File: src/rtl/fpu_issue_arb.sv
// fpu_issue_arb
//
// Round-robin arbiter and issue sequencer that shares one pipelined 16-bit
// FPU among NREQ requesters. One operation per cycle is accepted from the
// granted requester, registered, and driven to the FPU. A tag pipeline
// matched to the FPU latency remembers which requester owns each in-flight
// operation, so the result and flags can be returned tagged with that ID.
// A sticky OR of all returned flags is kept until cleared.
//
// Ports:
//   clk, reset                 clock (rising edge), async active-high reset
//   req_valid[NREQ]            per-requester request valid
//   req_ready[NREQ]            one-hot grant (combinational)
//   req_op/req_a/req_b         packed per-requester op (2b) and operands (16b)
//   issue_en                   gates new grants; in-flight ops still finish
//   fpu_op_valid/_type/a/b     registered issue interface to the FPU
//   fpu_result/fpu_flags       FPU outputs, valid LAT cycles after issue
//   rsp_valid/id/result/flags  one-cycle tagged response, no backpressure
//   sticky_flags, flags_clr    accumulated flags and their synchronous clear

module fpu_issue_arb #(
    parameter int NREQ = 4,
    parameter int LAT  = 3,
    parameter int IDW  = $clog2(NREQ)
) (
    input  logic                 clk,
    input  logic                 reset,
    input  logic [NREQ-1:0]      req_valid,
    output logic [NREQ-1:0]      req_ready,
    input  logic [2*NREQ-1:0]    req_op,
    input  logic [16*NREQ-1:0]   req_a,
    input  logic [16*NREQ-1:0]   req_b,
    input  logic                 issue_en,
    output logic                 fpu_op_valid,
    output logic [1:0]           fpu_op_type,
    output logic [15:0]          fpu_a,
    output logic [15:0]          fpu_b,
    input  logic [15:0]          fpu_result,
    input  logic [4:0]           fpu_flags,
    output logic                 rsp_valid,
    output logic [IDW-1:0]       rsp_id,
    output logic [15:0]          rsp_result,
    output logic [4:0]           rsp_flags,
    output logic [4:0]           sticky_flags,
    input  logic                 flags_clr
);

    // Round-robin priority pointer
    logic [IDW-1:0] ptr_q, ptr_d;

    // Arbitration results
    logic [NREQ-1:0] grant;
    logic [IDW-1:0]  grant_id;
    logic [IDW-1:0]  scan_idx;
    logic            found;
    logic            handshake;

    // Issue registers feeding the FPU
    logic            op_valid_q, op_valid_d;
    logic [1:0]      op_type_q, op_type_d;
    logic [15:0]     a_q, a_d;
    logic [15:0]     b_q, b_d;
    logic [IDW-1:0]  op_id_q, op_id_d;

    // Tag pipeline, one stage per cycle of FPU latency
    logic [LAT-1:0]  tag_valid_q, tag_valid_d;
    logic [IDW-1:0]  tag_id_q [LAT];
    logic [IDW-1:0]  tag_id_d [LAT];
    logic            tail_valid;
    logic [IDW-1:0]  tail_id;

    // Response and sticky registers
    logic            rsp_valid_q, rsp_valid_d;
    logic [IDW-1:0]  rsp_id_q, rsp_id_d;
    logic [15:0]     rsp_result_q, rsp_result_d;
    logic [4:0]      rsp_flags_q, rsp_flags_d;
    logic [4:0]      sticky_q, sticky_d;

    // Scan ptr, ptr+1, ... (mod NREQ) and grant the first valid requester.
    // The modulo keeps the scan correct for non-power-of-two NREQ.
    always_comb begin
        grant    = '0;
        grant_id = '0;
        scan_idx = '0;
        found    = 1'b0;
        if (issue_en) begin
            for (int k = 0; k < NREQ; k++) begin
                scan_idx = IDW'((int'(ptr_q) + k) % NREQ);
                if (!found && req_valid[scan_idx]) begin
                    found           = 1'b1;
                    grant[scan_idx] = 1'b1;
                    grant_id        = scan_idx;
                end
            end
        end
    end

    // Grants are only raised on valid requesters, so any grant is a handshake
    assign handshake = |grant;
    assign req_ready = grant;

    // Pointer advance and operand capture
    always_comb begin
        ptr_d      = ptr_q;
        op_valid_d = handshake;
        op_type_d  = op_type_q;
        a_d        = a_q;
        b_d        = b_q;
        op_id_d    = op_id_q;
        if (handshake) begin
            ptr_d     = (grant_id == IDW'(NREQ - 1)) ? '0 : grant_id + 1'b1;
            op_type_d = req_op[{grant_id, 1'b0} +: 2];
            a_d       = req_a[{grant_id, 4'b0000} +: 16];
            b_d       = req_b[{grant_id, 4'b0000} +: 16];
            op_id_d   = grant_id;
        end
    end

    // Stage 0 samples the op presented to the FPU this cycle; the tail
    // therefore lines up with the cycle the FPU result is valid.
    always_comb begin
        tag_valid_d    = '0;
        tag_valid_d[0] = op_valid_q;
        for (int i = 0; i < LAT; i++) begin
            tag_id_d[i] = '0;
        end
        tag_id_d[0] = op_id_q;
        for (int i = 1; i < LAT; i++) begin
            tag_valid_d[i] = tag_valid_q[i-1];
            tag_id_d[i]    = tag_id_q[i-1];
        end
    end

    assign tail_valid = tag_valid_q[LAT-1];
    assign tail_id    = tag_id_q[LAT-1];

    // Capture the FPU output when the tail is valid; otherwise hold.
    // A flag arriving in the same cycle as a clear survives the clear.
    always_comb begin
        rsp_valid_d  = tail_valid;
        rsp_id_d     = rsp_id_q;
        rsp_result_d = rsp_result_q;
        rsp_flags_d  = rsp_flags_q;
        sticky_d     = (flags_clr ? 5'b00000 : sticky_q) |
                       (tail_valid ? fpu_flags : 5'b00000);
        if (tail_valid) begin
            rsp_id_d     = tail_id;
            rsp_result_d = fpu_result;
            rsp_flags_d  = fpu_flags;
        end
    end

    always_ff @(posedge clk or posedge reset) begin
        if (reset) begin
            ptr_q        <= '0;
            op_valid_q   <= 1'b0;
            op_type_q    <= '0;
            a_q          <= '0;
            b_q          <= '0;
            op_id_q      <= '0;
            tag_valid_q  <= '0;
            for (int i = 0; i < LAT; i++) begin
                tag_id_q[i] <= '0;
            end
            rsp_valid_q  <= 1'b0;
            rsp_id_q     <= '0;
            rsp_result_q <= '0;
            rsp_flags_q  <= '0;
            sticky_q     <= '0;
        end else begin
            ptr_q        <= ptr_d;
            op_valid_q   <= op_valid_d;
            op_type_q    <= op_type_d;
            a_q          <= a_d;
            b_q          <= b_d;
            op_id_q      <= op_id_d;
            tag_valid_q  <= tag_valid_d;
            for (int i = 0; i < LAT; i++) begin
                tag_id_q[i] <= tag_id_d[i];
            end
            rsp_valid_q  <= rsp_valid_d;
            rsp_id_q     <= rsp_id_d;
            rsp_result_q <= rsp_result_d;
            rsp_flags_q  <= rsp_flags_d;
            sticky_q     <= sticky_d;
        end
    end

    assign fpu_op_valid = op_valid_q;
    assign fpu_op_type  = op_type_q;
    assign fpu_a        = a_q;
    assign fpu_b        = b_q;
    assign rsp_valid    = rsp_valid_q;
    assign rsp_id       = rsp_id_q;
    assign rsp_result   = rsp_result_q;
    assign rsp_flags    = rsp_flags_q;
    assign sticky_flags = sticky_q;

endmodule

File: config.mk
export PLATFORM = sky130hd
export DESIGN_NAME = fpu_issue_arb
export DESIGN_NICKNAME = d
export VERILOG_FILES = /design/src/rtl/fpu_issue_arb.sv
export SDC_FILE = /design/constraint.sdc
export NUM_CORES = 1
export LEC_CHECK = 0
export CAP_MARGIN = 20
export CORE_MARGIN = 2
export CORE_UTILIZATION = 43
export DETAILED_ROUTE_END_ITERATION = 7
export PLACE_DENSITY_LB_ADDON = 0.3
export SLEW_MARGIN = 20
export SYNTH_ARGS = -nofsm -noshare
export SYNTH_HDL_FRONTEND = slang
export SYNTH_SLANG_ARGS = --single-unit
File: constraint.sdc
create_clock -name clk -period 6.29 [get_ports clk]
set_input_delay 0.9435 -clock clk [delete_from_list [all_inputs] [get_ports clk]]
set_output_delay 0.9435 -clock clk [all_outputs]
set_load 0.01 [all_outputs]
; ---- Word level (Yosys, flattened, before mapping)
; Cells that the tools add are included.
[word_totals]
ram_bits = 0
input_bits = 165
mem_count = 0
romBits = 0
out_inout_bits = 68
latch_bits = 0
regBits = 77
[classes]
n_eq_ne = 1
reduce_logical = 11
order_cmp = 8
n_div = 0
n_bitwise = 4
n_addsub = 4
shifts = 3
muxes = 38
mul = 0
[op_table]
columns = operator, n
row1 = indexed part select 64 x 7 -> 16 bit, 2
row2 = 2-to-1 mux 4 bit, 8
row3 = 2-to-1 mux 1 bit, 14
row4 = "< comparator 2 x 3 -> 1 bit, second input constant", 4
row5 = 2-to-1 mux 2 bit, 6
row6 = OR 4 bit, 3
row7 = 2-to-1 mux 5 bit, 2
row8 = binary-select mux 1 bit (select 2 bit), 4
row9 = demux 1 bit (select 2 bit), 4
row10 = ">= comparator 2 x 1 -> 1 bit, second input constant", 4
row11 = indexed part select 8 x 4 -> 2 bit, 1
row12 = logical AND 1 bit, 7
row13 = OR 5 bit, 1
row14 = "adder 2 x 1 -> 2 bit, second input constant", 2
row15 = "adder 2 bit, second input constant", 2
row16 = OR reduction 4 bit, 1
row17 = logical NOT 1 bit, 3
row18 = "equality test 2 bit, second input constant", 1

; ---- Longest topological paths before layout
; Gate-level depths: netlist of run 1.
[logic_depth]
ltp_word = 18
depth_mapped = 12

; ---- Worst setup path before layout of run 1
; OpenSTA, ideal clock, no wires.
[synth_path]
path_kind = input port to flip-flop
start = in req_valid[3]
end = reg b_q[0], in the netlist fpu_b[0]
n_path_buf = 3
setup_ps = 125
slack_ps = 3092
cell_stages = 8
t_arrival_ps = 3073
cell_sequence = buf_2 -> mux4_2 -> o21a_1 -> o21ai_1 -> buf_6 -> buf_8 -> mux4_2 -> mux2_4
[synth_between]
elab_chain_len = 17
[synth_lines]
columns = element, line_no
row1 = start: declaration, 28  ; input logic [NREQ-1:0] req_valid,
row2 = binary-select mux 1 bit (select 2 bit), 89  ; if (!found && req_valid[scan_idx]) begin
row3 = 2-to-1 mux 1 bit (implied by the code), 89
row4 = 2-to-1 mux 1 bit, 89
row5 = 2-to-1 mux 1 bit, 86  ; if (issue_en) begin
row6 = logical NOT 1 bit, 89
row7 = logical AND 1 bit, 89
row8 = 2-to-1 mux 1 bit, 89
row9 = 2-to-1 mux 1 bit, 86
row10 = logical NOT 1 bit, 89
row11 = logical AND 1 bit, 89
row12 = 2-to-1 mux 1 bit, 89
row13 = 2-to-1 mux 1 bit, 86
row14 = logical NOT 1 bit, 89
row15 = logical AND 1 bit, 89
row16 = 2-to-1 mux 2 bit / 2-to-1 mux 4 bit (equally long branches), 89
row17 = 2-to-1 mux 2 bit / 2-to-1 mux 4 bit (equally long branches), 86
row18 = indexed part select 64 x 7 -> 16 bit / OR reduction 4 bit (equally long branches), "114, 99"
row19 = end signal: assignment, 159  ; b_q <= '0;
row20 = end signal: assignment, 175  ; b_q <= b_d;
row21 = end: declaration, 62  ; logic [15:0] b_q, b_d;
; Parallel ways exist; a longest one is shown, timed or not. The select of a mux whose other input is x is not followed.
; A chain may end at the register's enable or synchronous reset.

; ---- Worst setup path after layout of run 1
[layout_path]
start = in req_valid[3]
end = out req_ready[1]
[layout_between]
elab_chain_len = 16
[layout_lines]
columns = element, line_no
row1 = binary-select mux 1 bit (select 2 bit), 89
row2 = 2-to-1 mux 1 bit (implied by the code), 89
row3 = 2-to-1 mux 1 bit, 89
row4 = 2-to-1 mux 1 bit, 86
row5 = logical NOT 1 bit, 89
row6 = logical AND 1 bit, 89
row7 = 2-to-1 mux 1 bit, 89
row8 = 2-to-1 mux 1 bit, 86
row9 = logical NOT 1 bit, 89
row10 = logical AND 1 bit, 89
row11 = 2-to-1 mux 1 bit, 89
row12 = 2-to-1 mux 1 bit, 86
row13 = logical NOT 1 bit, 89
row14 = logical AND 1 bit, 89
row15 = 2-to-1 mux 4 bit (*), 89
row16 = 2-to-1 mux 4 bit (*), 86
row17 = end: declaration, 29  ; output logic [NREQ-1:0] req_ready,
; Mark *: on every way between the ends. The rest lies on a longest branch, timed or not. The select of a mux whose other input is x is not followed.

==> impl_metrics.yaml, run 1 <==
outcome:
  outcome: "complete, no violations"
timing:
  rsz0062_at_grt: "false"
  tns_ps: 0
  post-route-min-period_ps: 4390
  fin_crit_sh_pct: 69.8
  slew_violations: 0
  relSlewSlack_pct: 29.4
  max_freq_ghz: 0.228
  skew_ps: 6.15
  worst_slew_pin_slew_ps: 1060
  finalSetupViolations: 0
  hold_viol_final: 0
worst_setup_path:
  critPathTopFamily: "buffers and inverters"
  worst-setup-path-type: "input port to output port"
  critPathMaxStageDelay_ps: 700
  critPathArrivalTime_ps: 3450
  cp_num_cells: 7
  crit_chain: "clkdlybuf4s50_1 -> or3b_1 -> a2111oi_2 -> a21o_2 -> a21oi_1 -> nor2b_1 -> clkdlybuf4s50_1"
  reg2reg_depth: 9
  cpMostUsedCell: "clkdlybuf4s50_1"
  required_ps: 5350
  end_kind: "output port"
  path_buf_inv: 2
  cp-start-kind: "input port"
  critPathMaxFanout: 11
  critPathSlowestCell: "clkdlybuf4s50_1"
global_routing:
  grt_max_degree: 78
  grt_usage_pct: 23.1
  globalRouteOverflowTotal: 0
  met1_usage_pct: 28.1
  grt.busiest_layer: "met2"
  met2_usage_pct: 39.9
  antenna_found_initial: 1
  grt_pass1_wl_um: 19500
  grt_pass1_vias: 3558
  met3_usage_pct: 6.08
die:
  die_y_um: 104
  core_area_um2: 9730
  start_util_pct: 44.3
  ioPinCount: 233
  die_area_um2: 10800
  row_count: 36
  die_w_um: 104
logic_synthesis:
  ys_types: 36
  ys_seq_area_share_pct: 44.7
  ys.flop_type: "dfrtp_1"
  synthCells: 281
  synth_edf_count: 0
  ys_warn_count: 0
  yosys.area.top_type_share_pct: 44.7
  synth_nets: 454
  synthMostInstantiatedCell: "dfrtp_1"
  avgSynthCellArea_um2: 15.3
  synth_common_cells: "dfrtp_1, mux4_2, mux2_2, mux2_4, inv_1"
  yosys-top-cells-area: "dfrtp_1, mux4_2, mux2_4"
  yosysTopAreaCell: "dfrtp_1"
  ys_ff_latch: 77
  syn_area_um2: 4310
  ys_async_sr_fraction_pct: 100
route:
  drt_pass1_iterations: 4
  via_count: 3335
  drc: 0
  wl_per_cell_um: 19.0
  vias_per_cell: 5.15
  ant_nets: 0
  drt-total-wl_um: 12300
  drt_iter0_drc: 174
hold_path:
  hp-class: "flop to flop"
  hold-path-cell-count: 0
finish:
  syn_to_final_growth_pct: 58.9
  nets: 681
  multi_input_area_um2: 2160
  fillers: 704
  seq_area_um2: 1930
  layout-drive-gt1-share_pct: 22.2
clock_tree:
  clock_sinks: 77
  clk_pin_slew_ps: 70
  cts_tree: "built"
  cts_made_buffers: 9
  holdBufCountCts: 0
  cts_setup_buffers: 0
  root_buffer: "clkbuf_8"
  insertion_delay_ps: 350
  post_cts_resized: 0
  cts.path.max_buffers: 2
  h-tree-depth: 3
power_and_ir_drop:
  p_leak_uw: 0.00283
  powerDensity_nw_per_um2: 421
  power_frac_clock_pct: 11.7
  netSwitchingFraction_pct: 33.6
  seq_power_share_pct: 31.5
  p_int_uw: 1910
  power.switching_uw: 967
  combPwrFrac_pct: 56.8
  totalPowerFinal_uw: 2880
  irDropWorstVdd_mv: 0.234
placed_design:
  port_buffers: 232
  dp_hpwl_um: 9520
  gp_congestion: 0.851
flow_run:
  maxCapViolCount: 0
logic make-up (layout without fill, tap and decap cells):
logic type / after synthesis / count (layout) / synth area share, %
compound gates: 33 / 33 / 4.97
xor+xnor: 1 / 1 / 0.203
fa+ha+maj: 8 / 8 / 2.32
buf+inv: 36 / 268 / 5.75
flops: 77 / 77 / 44.7
mux: 98 / 98 / 38.2
other cells: 0 / 1 / 0
simple gates: 28 / 28 / 3.89
flip-flops by register name (all words and copies together), names as in the netlist:
signal	count
fpu_a	16
fpu_b	16
fpu_op_type	2
fpu_op_valid	1
op_id_q	2
ptr_q	2
rsp_flags	5
rsp_id	2
rsp_result	16
rsp_valid	1
sticky_flags	5
tag_id_d	4
tag_valid_q	3
tail_id	2
cell usage in the layout, fill, tap and decap left out:
cell type        Yosys  routed
clkdlybuf4s50_1      0     232
dfrtp_1             77      77
mux4_2              33      33
mux2_2              27      27
mux2_4              27      27
inv_1               15      14
a21oi_1             13      13
clkbuf_8             0      11
o21ai_0             10      10
nor2b_1              8       8
ha_1                 8       8
nand2_1              6       6
nand3b_1             6       6
mux2i_1              6       6
mux4_1               5       5
buf_4                3       5
clkinv_2             0       4
nor2_1               3       3
o22ai_1              2       2
diode_2              0       1
nand2b_1             1       1
nor3b_1              1       1
or3b_1               1       1
a2111oi_2            1       1
a21o_2               1       1
o41ai_1              1       1
nor4_1               1       1
a21boi_4             0       1
nor3_2               1       1
o21a_1               1       1
o21ai_4              0       1
a211oi_1             1       1
o221ai_4             1       1
xnor2_1              1       1
clkinvlp_4           0       1
clkbuf_1             3       1
per-stage QoR:
step / cells / hold WS [ps] / setup WS [ps] / instance area [µm²] / util, %
detailed placement: 630 / 335 / 1630 / 6670 / 68.5
global route: 647 / 359 / 1610 / 6850 / 70.4
CTS: 646 / 351 / 1890 / 6850 / 70.4
floorplan: 281 / 331 / 3090 / 4310 / -
global placement: 630 / 333 / 1730 / 6670 / 68.5
finish: 647 / 350 / 1900 / 6850 / 70.4
cell type report:
class                           instances  area share (%)
Antenna cell                            1          0.0365
Clock buffer                           12            2.27
Clock inverter                          4           0.329
Inverter                               15           0.840
Multi-Input combinational cell        168            31.5
Sequential cell                        77            28.1
Tap cell                              133            2.43
Timing Repair Buffer                  237            34.5
worst paths after layout:
| check | start | end | slack, ps |
|---|---|---|---|
| max in group asynchronous | reset | ptr_q[0] | 4460 |
| worst max register to register | ptr_q[0] | fpu_b[15] | 2000 |
| min in group asynchronous | reset | tag_id_d[1] | 1230 |
| worst min-delay path | tag_valid_q[1] | tag_valid_q[2] | 350 |
| worst min register to register | tag_valid_q[1] | tag_valid_q[2] | 350 |
| worst max-delay path | req_valid[3] | req_ready[1] | 1900 |
routing by layer:
layer	vias up	wire, µm
li1	1517	-
met1	1652	4920
met2	143	6280
met3	23	771
met4	0	290
met5	-	0
power by group through the flow:
stage | Sequential [µW] | Combinational, µW | Clock, µW
4_1_cts | 907 | 1650 | 347
3_3_place_gp | 906 | 1610 | 0
3_5_place_dp | 915 | 1650 | 0
6_report | 907 | 1640 | 338
2_1_floorplan | 954 | 943 | 0
5_1_grt | 940 | 1740 | 369
Note: power is estimated with default switching activity, not from simulation.
==> inputs of run 2 (changes only) <==
--- a/config.mk
+++ b/config.mk
@@ -7,7 +7,7 @@
 export LEC_CHECK = 0
 export CAP_MARGIN = 20
 export CORE_MARGIN = 2
-export CORE_UTILIZATION = 43
+export CORE_UTILIZATION = 40
 export DETAILED_ROUTE_END_ITERATION = 7
 export PLACE_DENSITY_LB_ADDON = 0.3
 export SLEW_MARGIN = 20
==> constraint.sdc (replaced) <==
create_clock -name clk -period 4.2 [get_ports clk]
set_input_delay 0.63 -clock clk [delete_from_list [all_inputs] [get_ports clk]]
set_output_delay 0.63 -clock clk [all_outputs]
set_load 0.01 [all_outputs]
==> impl_metrics.yaml, run 2 (synthesized netlist as in run 1, its figures left out) <==
outcome:
  outcome: "complete, no violations"
worst_setup_path:
  critPathSlowestCell: "mux4_2"
  critPathTopFamily: "buffers and inverters"
  path_buf_inv: 2
  critPathMaxStageDelay_ps: 650
  critPathArrivalTime_ps: 3080
  critPathMaxFanout: 11
  required_ps: 3570
  worst-setup-path-type: "input port to output port"
  timing.rr.start: "ptr_q[1]"
  crit_chain: "clkdlybuf4s50_1 -> mux4_2 -> nand3b_1 -> a21oi_1 -> a21oi_1 -> nor2b_1 -> clkdlybuf4s50_1"
  crit_path_start: "req_valid[3]"
  end_kind: "output port"
  cp-start-kind: "input port"
power_and_ir_drop:
  p_leak_uw: 0.00288
  totalPowerFinal_uw: 4550
  power_frac_clock_pct: 15.2
  irDropWorstVdd_mv: 0.363
  combPwrFrac_pct: 55.8
  powerDensity_nw_per_um2: 654
  power.switching_uw: 1480
  seq_power_share_pct: 29.1
  netSwitchingFraction_pct: 32.5
  p_int_uw: 3070
placed_design:
  dpl_cell_area_um2: 6710
  port_buffers: 232
  gp_congestion: 0.751
  place_ws_ps: 431
  dp_hpwl_um: 9290
clock_tree:
  insertion_delay_ps: 340
  cts_tree: "built"
  clock_sinks: 77
  cts_made_buffers: 9
  root_buffer: "clkbuf_8"
  clk_pin_slew_ps: 80
  cts_setup_buffers: 0
  cts.path.max_buffers: 2
  post_cts_resized: 0
  holdBufCountCts: 0
  h-tree-depth: 3
timing:
  tns_ps: 0
  fin_crit_sh_pct: 88.3
  skew_ps: 11.8
  relSlewSlack_pct: 29.6
  worst_slew_pin_slew_ps: 1060
  hold_viol_final: 0
  fin_ws_ps: 490
  rsz0062_at_grt: "false"
  max_freq_ghz: 0.270
  finalSetupViolations: 0
  slew_violations: 0
  post-route-min-period_ps: 3710
finish:
  syn_to_final_growth_pct: 61.7
  layout-drive-gt1-share_pct: 22.7
  final_area_um2: 6970
  fin_util_pct: 67.2
  final_common_cell: "clkdlybuf4s50_1"
  nets: 683
  layout_common_cells: "clkdlybuf4s50_1, dfrtp_1, mux4_2"
  diodes: 0
die:
  die_y_um: 108
  start_util_pct: 41.6
  die_w_um: 108
  ioPinCount: 233
  row_count: 37
  die_area_um2: 11600
  core_area_um2: 10400
hold_path:
  hold_start: "tag_id_d[2]"
  hp-class: "flop to flop"
route:
  drt_pass1_iterations: 4
  drc: 0
  drt-total-wl_um: 12000
  ant_nets: 0
  via_count: 3387
  drt_iter0_drc: 177
  vias_per_cell: 5.20
  wl_per_cell_um: 18.4
global_routing:
  globalRouteOverflowTotal: 0
  grt_pass1_wl_um: 18900
  grt_max_degree: 49
  antenna_found_initial: 0
  grt_usage_pct: 21.1
  grt_pass1_vias: 3682
flow_run:
  maxCapViolCount: 0
[run 2: metrics by stage]
stage / instances / hold WS [ps]
after global routing: 651 / 365
after detailed placement: 635 / 338
after CTS: 651 / 356
after floorplan: 281 / 331
final: 651 / 348
after global placement: 635 / 334
[run 2: power by group through the flow]
stage	clock (µW)	combinational, µW	sequential (µW)
floorplan	0	1410	1430
CTS	710	2570	1330
finish	691	2540	1320
detailed placement	0	2550	1340
global placement	0	2490	1330
global route	752	2720	1370
[run 2: per-layer routing]
layer  GRT usage, %  part of all wire (%)  vias to the layer above
li1               -                     -                     1518
met1           24.1                    36                     1698
met2           38.5                    54                      151
met3           5.02                   7.5                       20
met4           7.23                   1.9                        0
met5              0                     0                        -
[run 2: final cells by class]
class	count	area, µm²
clock inverters	6	118
multi-input cells	168	2160
inverters	15	57.6
fillers	763	3400
flip-flops and latches	77	1930
clock buffers	10	138
well taps	136	170
repair buffers	239	2400
[run 2: worst reg2reg max path, delay by kind of cell (launching register included)]
kind                     cells  cell delay, ps
multiplexers                 2             790
flip-flops                   1             360
AO/OA/AOI/OAI                2             790
buffers and inverters        2             410
adder cells (fa/ha/maj)      1             470
AND/OR/NAND/NOR              2             350
[run 2: worst paths after layout]
check                                       to  slack (ps)  depth (start not counted)
min in group asynchronous       rsp_result[14]         750                          2
worst max-delay path              req_ready[3]         490                          7
max in group asynchronous            fpu_b[11]        2580                          3
worst min-delay path               tag_id_d[0]         350                          0
worst max register to register       fpu_b[11]         920                          9
worst min register to register     tag_id_d[0]         350                          0
